--- src/rtl/alu_share_arbiter_pkg.sv ---
// rtl/alu_share_arbiter_pkg.sv - shared state encoding and slice helpers for alu_share_arbiter
package alu_share_arbiter_pkg;

  typedef enum logic [1:0] {
    IDLE = 2'd0,
    EXEC = 2'd1,
    RESP = 2'd2
  } state_t;

  localparam int MAX_REQ = 8;

  // Bit offset of requester k's slice in a packed per-requester bus of width w.
  function automatic int slice_off(input int k, input int w);
    return k * w;
  endfunction

endpackage

--- src/rtl/alu_share_arbiter_rr_pick.sv ---
// rtl/alu_share_arbiter_rr_pick.sv - combinational round-robin selector
module alu_share_arbiter_rr_pick #(
  parameter int N_REQ = 2,
  parameter int IDX_W = 1
) (
  input  logic [N_REQ-1:0] req,
  input  logic [IDX_W-1:0] last,
  output logic [N_REQ-1:0] pick,
  output logic [IDX_W-1:0] idx,
  output logic             any
);

  logic [IDX_W:0]   sum;
  logic [IDX_W-1:0] k;

  // Scan last+1, last+2, ... modulo N_REQ; the first asserted request wins.
  always_comb begin
    pick = '0;
    idx  = '0;
    any  = 1'b0;
    sum  = '0;
    k    = '0;
    for (int off = 1; off <= N_REQ; off++) begin
      sum = {1'b0, last} + (IDX_W+1)'(off);
      if (sum >= (IDX_W+1)'(N_REQ)) begin
        sum = sum - (IDX_W+1)'(N_REQ);
      end
      k = sum[IDX_W-1:0];
      if (!any && req[k]) begin
        pick[k] = 1'b1;
        idx     = k;
        any     = 1'b1;
      end
    end
  end

endmodule

--- src/rtl/alu_share_arbiter.sv ---
// rtl/alu_share_arbiter.sv - round-robin sharing of one external function unit between requesters
module alu_share_arbiter
  import alu_share_arbiter_pkg::*;
#(
  parameter int N_REQ   = 2,
  parameter int DATA_W  = 2,
  parameter int INSTR_W = 2,
  parameter int ID_W    = 3
) (
  input  logic                       clk,
  input  logic                       rst,
  input  logic [N_REQ-1:0]           req,
  input  logic [N_REQ*DATA_W-1:0]    a_in,
  input  logic [N_REQ*DATA_W-1:0]    b_in,
  input  logic [N_REQ*INSTR_W-1:0]   i_in,
  output logic [N_REQ-1:0]           grant,
  output logic [DATA_W-1:0]          alu_a,
  output logic [DATA_W-1:0]          alu_b,
  output logic [INSTR_W-1:0]         alu_i,
  input  logic [DATA_W-1:0]          alu_f,
  output logic                       res_valid,
  output logic [DATA_W-1:0]          res_data,
  output logic [ID_W-1:0]            res_id,
  input  logic                       res_ready,
  output logic                       busy
);

  localparam int IDX_W = $clog2(N_REQ);

  state_t             state;
  logic [IDX_W-1:0]   last;
  logic [IDX_W-1:0]   win;
  logic [N_REQ-1:0]   pick;
  logic [IDX_W-1:0]   pick_idx;
  logic               pick_any;
  logic [DATA_W-1:0]  sel_a;
  logic [DATA_W-1:0]  sel_b;
  logic [INSTR_W-1:0] sel_i;

  alu_share_arbiter_rr_pick #(
    .N_REQ (N_REQ),
    .IDX_W (IDX_W)
  ) u_rr_pick (
    .req  (req),
    .last (last),
    .pick (pick),
    .idx  (pick_idx),
    .any  (pick_any)
  );

  // Operand mux driven by the one-hot pick so the slice bases stay constant.
  always_comb begin
    sel_a = '0;
    sel_b = '0;
    sel_i = '0;
    for (int k = 0; k < N_REQ; k++) begin
      if (pick[k]) begin
        sel_a = a_in[slice_off(k, DATA_W) +: DATA_W];
        sel_b = b_in[slice_off(k, DATA_W) +: DATA_W];
        sel_i = i_in[slice_off(k, INSTR_W) +: INSTR_W];
      end
    end
  end

  always_ff @(posedge clk or posedge rst) begin
    if (rst) begin
      state     <= IDLE;
      grant     <= '0;
      alu_a     <= '0;
      alu_b     <= '0;
      alu_i     <= '0;
      res_valid <= 1'b0;
      res_data  <= '0;
      res_id    <= '0;
      busy      <= 1'b0;
      last      <= IDX_W'(N_REQ - 1);
      win       <= '0;
    end else begin
      case (state)
        IDLE: begin
          if (pick_any) begin
            alu_a <= sel_a;
            alu_b <= sel_b;
            alu_i <= sel_i;
            grant <= pick;
            win   <= pick_idx;
            busy  <= 1'b1;
            state <= EXEC;
          end
        end
        // alu_* have been stable for a full cycle, so alu_f has settled.
        EXEC: begin
          res_data  <= alu_f;
          res_id    <= ID_W'(win);
          res_valid <= 1'b1;
          grant     <= '0;
          state     <= RESP;
        end
        RESP: begin
          if (res_ready) begin
            res_valid <= 1'b0;
            last      <= win;
            busy      <= 1'b0;
            state     <= IDLE;
          end
        end
        default: begin
          grant     <= '0;
          res_valid <= 1'b0;
          busy      <= 1'b0;
          state     <= IDLE;
        end
      endcase
    end
  end

endmodule

--- config.mk ---
export PLATFORM = sky130hd
export DESIGN_NAME = alu_share_arbiter
export DESIGN_NICKNAME = d
export VERILOG_FILES = /design/src/rtl/alu_share_arbiter_pkg.sv /design/src/rtl/alu_share_arbiter_rr_pick.sv /design/src/rtl/alu_share_arbiter.sv
export SDC_FILE = /design/constraint.sdc
export NUM_CORES = 1
export LEC_CHECK = 0
export CORE_ASPECT_RATIO = 0.5
export CORE_MARGIN = 1.5
export CORE_UTILIZATION = 28
export CTS_BUF_LIST = sky130_fd_sc_hd__clkbuf_8
export DETAILED_ROUTE_END_ITERATION = 10
export GPL_TIMING_DRIVEN = 1
export PLACE_DENSITY = 0.67
export RECOVER_POWER = 100
export SYNTH_ARGS = -nofsm -noshare
export SYNTH_HDL_FRONTEND = slang
export SYNTH_SLANG_ARGS = --single-unit
--- constraint.sdc ---
create_clock -name clk -period 2.7 [get_ports clk]
set_input_delay 0.54 -clock clk [delete_from_list [all_inputs] [get_ports clk]]
set_output_delay 0.54 -clock clk [all_outputs]
set_load 0.1 [all_outputs]
== After elaboration in Yosys (flattened, before gate mapping) ==
Cells that the tools add are included.
Storage, ports and cells
  word-level logic and storage cells: 71
  bits in latches: 0
  memories kept: 0
  input bits: 19
  bits in registers: 17
  bits in read-only memories: 0
  memory bits (writable): 0
  output and inout port bits: 15
Operators by class
  bitwise logic cells: 4
  multiply operators: 0
  add/subtract/negate cells: 4
  div/mod/pow operators: 0
  $lt $le $gt $ge: 6
  muxes and demuxes: 31
  eq/ne operators: 4
  reductions and logical operators: 11
  shift-type cells: 0
Operator list (count)
  2-bit 2-to-1 mux: 11
  1-bit 2-to-1 mux: 14
  2-bit AND reduction: 5
  1-bit one-hot mux with 3 select lines: 2
  2-bit one-hot mux with 3 select lines: 1
  2-bit >= comparator (second input constant): 2
  1-bit by 2-bit < comparator with 1-bit output (second input constant): 2
  2-bit inequality test (second input constant): 2
  2-bit one-hot mux with 2 select lines: 1
  1-bit logical AND: 3
  1-bit inverter: 3
  3-bit AND reduction: 1
  1-bit by 1-bit adder with 2-bit output (second input constant): 1
  1-bit by 2-bit adder with 2-bit output (second input constant): 1
  1-bit demux with 1-bit select: 2
  2-bit by 1-bit equality test with 1-bit output (second input constant): 1
  2-bit equality test (second input constant): 1
  1-bit >= comparator (second input constant): 2
  2-bit zero test: 1
  2-bit OR: 1
  1-bit subtractor (second input constant): 2
  1-bit zero test: 1

== Depth between registers and ports, before layout ==
Gate-level depths: netlist (run 1).
  depth in word-level cells: 12
  gate-level depth with buffers: 5
  depth with buffers taken out: 3

== By module ==
From an unflattened synthesis (run 1), not the netlist that was laid out.
Unflattened totals
  cell total of the unflattened synthesis: 66
  area total of the unflattened synthesis: 768.2 um^2
By module, submodules not included
  alu_share_arbiter: area an instance 735.7 um^2, cells each 61, instances 1
  alu_share_arbiter_rr_pick: area an instance 32.5 um^2, cells each 5, instances 1

== Worst setup path after synthesis (run 1) ==
Ideal clock, no wire load.
  path type: flip-flop to output port
  from: register res_valid
  to: output port res_valid
  stages on the path, launching flop included: 1
  arrival time: 0.898 ns
  slack: 1.262 ns
  path buffers: 0
  cell sequence: dfrtp_1
RTL lines
  start: declaration: line alu_share_arbiter.sv:21  | output logic res_valid,
  start signal: assignment: line alu_share_arbiter.sv:72  | res_valid <= 1'b0;
  start signal: assignment: line alu_share_arbiter.sv:95  | res_valid <= 1'b1;
  start signal: assignment: line alu_share_arbiter.sv:101  | res_valid <= 1'b0;
No word-level cell between the ends.

== Worst setup path in the final report (run 1) ==
  from: register alu_b[0]
  to: output port alu_b[0]
RTL lines
  start: declaration: line alu_share_arbiter.sv:18  | output logic [DATA_W-1:0] alu_b,
  start signal: assignment: line alu_share_arbiter.sv:83  | alu_b <= sel_b;
No word-level cell between the ends.

==> summary.txt, run 1 <==
Run status
  – Status: finished, final reports clean

Setup path
  – Critical Path RT: 2.16 ns
  – Crit path cell chain: clkbuf_1
  – Worst setup SP type: register
  – Critical Path End Type: primary output
  – Crit path DAT: 1.48 ns
  – Crit Path Max Fanout: 2
  – Critical path class: reg2out
  – Family with the most delay on the worst path: buffers and inverters
  – Crit path largest cell delay: 0.87 ns
  – CP max stage cell: clkbuf_1
  – Crit path buffers/inverters: 1

Flow run
  – Max-Cap Viols: 0

Global route
  – Number of global-route vias before repair: 543
  – Global-route wire length before repair: 2550 µm
  – Grt total ovfl: 0
  – Total GRT Usage: 11.3%
  – Initial antenna violation count: 0
  – Largest net degree at the start of global routing: 18

Logic synthesis
  – Top cell type's share of synthesized area: 50.5%
  – Synth Flop Type: dfrtp_1
  – Most frequent cell after synthesis: dfrtp_1
  – Post-Synthesis Cells: 73
  – Area contributors post-synth: dfrtp_1 50%, a221o_1 7.6%, and4_1 6.6%, nand2_1 5.7%, dfstp_2 3.3%
  – Mapped cell area: 793 µm²
  – Yosys cell types: 24
  – Yosys reg bits: 17
  – List of most frequent post-synthesis cells: 16 x dfrtp_1, 12 x nand2_1, 6 x a221o_1, 6 x and4_1
  – Post-synth EDFFs: 0
  – Largest area contributor in the netlist: dfrtp_1
  – Post-Syn Area per Cell: 10.9 µm²
  – Seq/Total Area, Yosys: 53.8%
  – Asr flop ratio synth: 100%
  – Synth warnings: 0

CTS
  – Clock buffer depth: 2
  – Clock root buffer: clkbuf_8
  – Clk_lat worst skew: 0.25 ns
  – CTS tree: built
  – # H-tree levels: 1
  – TritonCTS sink count: 17
  – PostCTS Resize Cnt: 0
  – CTS clk-pin slew, worst paths: 0.06 ns
  – Hold buffers post-CTS: 0
  – Buffer count from post-CTS setup fixing: 0
  – Cts bufs inserted: 3

Cells and area
  – FF+latch area: 427 µm²
  – Cell area after layout: 1070 µm²
  – Area occupied by multi-input gates: 305 µm²
  – P&R area growth vs syn: 34.5%
  – Layout cells sized above 1: 6.80%
  – Util after Layout: 40.5%
  – Filler cell count: 267
  – Final nets: 123
  – Antenna cells: 0
  – Fin cells: 140

Floorplan
  – Starting Density: 30.1%
  – Die height: 40.6 µm
  – I/O pin total: 34
  – Cell row count: 13
  – Core area: 2640 µm²
  – Die width: 78.3 µm
  – Die area: 3180 µm²

Route
  – 1st-iter DRT viols: 63
  – DR vias: 610
  – Vias per std cell: 4.36
  – Drt first pass iters: 4
  – Remaining antenna violation count: 0
  – Wire per inst: 11.5 µm
  – Final WL: 1600 µm
  – Drt drc: 0

Timing
  – Setup TNS: 0 ns
  – Worst slew pin tran: 1.17 ns
  – Slew margin rel.: 22.5%
  – Final setup viols: 0
  – RSZ-0062 raised after global routing: false
  – Fin. Hold Viols: 0
  – Period utilization: 74.7%
  – Slew Limit Fails: 0
  – Max Fclk: 496 MHz
  – Clock skew: 0.00111 ns
  – Tmin final: 2.02 ns

Placed design
  – Number of buffers added on ports: 31
  – DP Cell Count: 136
  – Area post-placement: 1070 µm²
  – Gpl congestion: 0.669

Hold path
  – Hold crit path type: reg2reg
## logic make-up after synthesis
group           Yosys count  share of synthesized area, %
simple gates             30                          23.2
compound gates           14                          13.4
other cells               1                         0.473
flops                    17                          53.8
buf+inv                  10                          7.73
mux                       1                          1.42
## worst paths after layout
check                                  from  depth (start not counted)          end  slack [ns]
worst min register to register  res_data[1]                          2  res_data[1]        0.48
worst max-delay path               alu_b[0]                          1     alu_b[0]        0.68
max in group asynchronous               rst                          2     grant[0]        1.50
worst max register to register     state[1]                          3     alu_a[0]        1.09
min in group asynchronous               rst                          2     alu_a[1]        0.80
worst min-delay path            res_data[1]                          2  res_data[1]        0.48
## cells in the final DEF (no fill, tap or decap), drive strengths merged
cell           count
nand2             12
o21ai              5
dfstp              1
or2b               1
and4               6
o21a               1
clkdlybuf4s50     14
nand3b             3
and3               1
clkbuf            16
nor2b              1
dfrtp             16
nand2b             2
conb               2
dlygate4sd3        4
mux2               1
a21oi              2
nor2               3
a221o              6
inv                5
nor3b              1
## state kept, by name (all words and copies together) (netlist names)
register	cells
alu_a	2
alu_b	2
alu_i	2
busy	1
grant	2
last	1
res_data	2
res_id	1
res_valid	1
state	2
win	1
## routing by layer
| metal | GRT usage [%] | up-vias | part of all wire (%) |
|---|---|---|---|
| li1 | - | 313 | - |
| met1 | 13.7 | 285 | 50 |
| met2 | 18.3 | 12 | 46 |
| met3 | 4.22 | 0 | 4.2 |
| met4 | 6.70 | 0 | 0 |
| met5 | 0 | - | 0 |
## area by class of cell
cell class              count  share of cell area [%]
flip-flops and latches     17                    40.0
multi-input cells          47                    28.6
repair buffers             31                    21.5
well taps                  37                    4.34
clock buffers               3                    3.87
inverters                   4                    1.41
clock inverters             1                   0.352
## per-stage QoR
step / hold slack, ns / setup slack, ns
floorplan: 0.458 / 1.26
global placement: 0.462 / 0.794
detailed placement: 0.469 / 0.755
CTS: 0.485 / 1.03
global route: 0.507 / 0.613
finish: 0.479 / 0.682
Power of run 1 is not shown: default switching activity piles up to over one toggle a cycle in this logic, so the estimate is an artifact.
==> run 2: changes to the inputs <==
PLACE_DENSITY = 0.69   (was 0.67)
clock period = 1.7 ns   (was 2.7 ns; I/O delays follow)
==> summary.txt, run 2 (synthesis results as in run 1) <==
Timing
  – Setup TNS: 0 ns (unchanged)
  – Tmin final: 1.47 ns
  – Slew margin rel.: 40.3% (+18 points)
  – Clock skew: 0.000851 ns (-0.000261 ns)
  – Final setup viols: 0 (unchanged)
  – RSZ-0062 raised after global routing: false
  – Slew Limit Fails: 0 (unchanged)
  – Worst slew pin tran: 0.895 ns (-0.273 ns)
  – Max Fclk: 679 MHz
  – Period utilization: 86.7%
  – Fin. Hold Viols: 0 (unchanged)

Cells and area
  – Final nets: 126 (+2.4%)
  – FF+latch area: 427 µm² (unchanged)
  – Layout cells sized above 1: 21.7% (+15 points)
  – Antenna cells: 0 (unchanged)
  – Fin cells: 143 (+2.1%)
  – P&R area growth vs syn: 39.1%
  – Most frequent cells in the layout: 16 x dfrtp_1, 16 x clkdlybuf4s50_1, 13 x clkbuf_2, 12 x nand2_1
  – Area occupied by multi-input gates: 309 µm² (+1.2%)
  – Filler cell count: 273 (+2.2%)

Setup path
  – Critical Path End Type: register
  – Critical Path RT: 1.83 ns (-0.33 ns)
  – Worst Setup EP: alu_i[0]
  – Crit path launch: req[1]
  – Critical path class: in2reg
  – R2R cell count: 3 (unchanged)
  – Crit Path Max Fanout: 7 (+5)
  – Crit path DAT: 1.61 ns (+0.13 ns)
  – Critical R2R Capture: alu_i[0]
  – Worst setup SP type: primary input
  – Reg-to-reg slack, setup: 0.30 ns (-0.79 ns)
  – R2r startpoint: state[1]

Route
  – Wire per inst: 12.0 µm (+4.6%)
  – Drt first pass iters: 4 (unchanged)
  – Remaining antenna violation count: 0 (unchanged)
  – Vias per std cell: 4.41 (+1.3%)
  – DR vias: 631 (+3.4%)
  – Final WL: 1710 µm (+6.9%)
  – 1st-iter DRT viols: 19 (-70%)
  – Drt drc: 0 (unchanged)

CTS
  – Clock buffer depth: 2 (unchanged)
  – Clk_lat worst skew: 0.25 ns (about the same)
  – Hold buffers post-CTS: 0 (unchanged)
  – PostCTS Resize Cnt: 0 (unchanged)
  – CTS tree: built
  – # H-tree levels: 1 (unchanged)
  – Clock root buffer: clkbuf_8
  – CTS clk-pin slew, worst paths: 0.06 ns (about the same)
  – Buffer count from post-CTS setup fixing: 0 (unchanged)
  – TritonCTS sink count: 17 (unchanged)
  – Cts bufs inserted: 3 (unchanged)

Hold path
  – Hold crit path type: reg2reg
  – Min-delay src: res_id[0]

Floorplan
  – Cell row count: 13 (unchanged)
  – Core area: 2640 µm² (unchanged)
  – I/O pin total: 34 (unchanged)
  – Die area: 3180 µm² (unchanged)
  – Die width: 78.3 µm (unchanged)
  – Die height: 40.6 µm (unchanged)
  – Starting Density: 30.1% (unchanged)

Placed design
  – Post-DP HPWL: 1370 µm
  – DP Cell Count: 139 (+2.2%)
  – Number of buffers added on ports: 31 (unchanged)
  – Gpl congestion: 0.748 (+12%)

Global route
  – Number of global-route vias before repair: 625 (+15%)
  – Total GRT Usage: 12.2% (+0.87 points)
  – Global-route wire length before repair: 2850 µm (+12%)
  – Largest net degree at the start of global routing: 18 (unchanged)
  – Initial antenna violation count: 0 (unchanged)
  – Grt total ovfl: 0 (unchanged)

Flow run
  – Max-Cap Viols: 0 (unchanged)

Run status
  – Status: finished, final reports clean
run 2: cell types whose count changed in the layout (fill, tap and decap cells not counted), moves of 2 or more:
cell | previous run | this run
clkbuf_2 | 0 | 13
clkdlybuf4s50_1 | 14 | 16
clkbuf_1 | 13 | 2
dlygate4sd3_1 | 4 | 2
run 2: cell type report:
class	count	area share, %
clock buffers	3	3.74
clock inverters	1	0.454
inverters	4	1.36
multi-input cells	47	28.0
flip-flops and latches	17	38.7
well taps	37	4.20
repair buffers	34	23.6
run 2: how the worst min path moves through the flow:
stage,endpoint,cells after the start
floorplan,alu_a[0],1
global placement,res_id[0],2
detailed placement,res_id[0],2
CTS,res_valid,3
global route,res_data[0],2
finish,res_id[0],2
run 2: critical path, stage by stage:
cell and delay, ns:
dlygate4sd3_1 0.62, clkbuf_1 0.18, and4_1 0.20, a221o_1 0.27
run 2: layer usage:
metal / wire, µm / track usage [%] / vias up / part of all wire, %
li1: - / - / 318 / -
met1: 788 / 15.0 / 299 / 46
met2: 840 / 21.3 / 12 / 49
met3: 68 / 4.00 / 2 / 4.0
met4: 15 / 4.02 / 0 / 0.88
met5: 0 / 0 / - / 0
run 2: per-stage QoR:
stage / hold WS (ns) / cell area, µm² / worst slack (ns) / utilization (%)
2_1_floorplan: 0.265 / 797 / 0.374 / -
3_3_place_gp: 0.490 / 1260 / 0.0571 / 47.8
3_5_place_dp: 0.504 / 1260 / 0.0454 / 47.8
4_1_cts: 0.395 / 1310 / 0.296 / 49.6
5_1_grt: 0.507 / 1100 / 0.138 / 41.9
6_report: 0.474 / 1100 / 0.227 / 41.9
Power of run 2 is left out for the same reason.
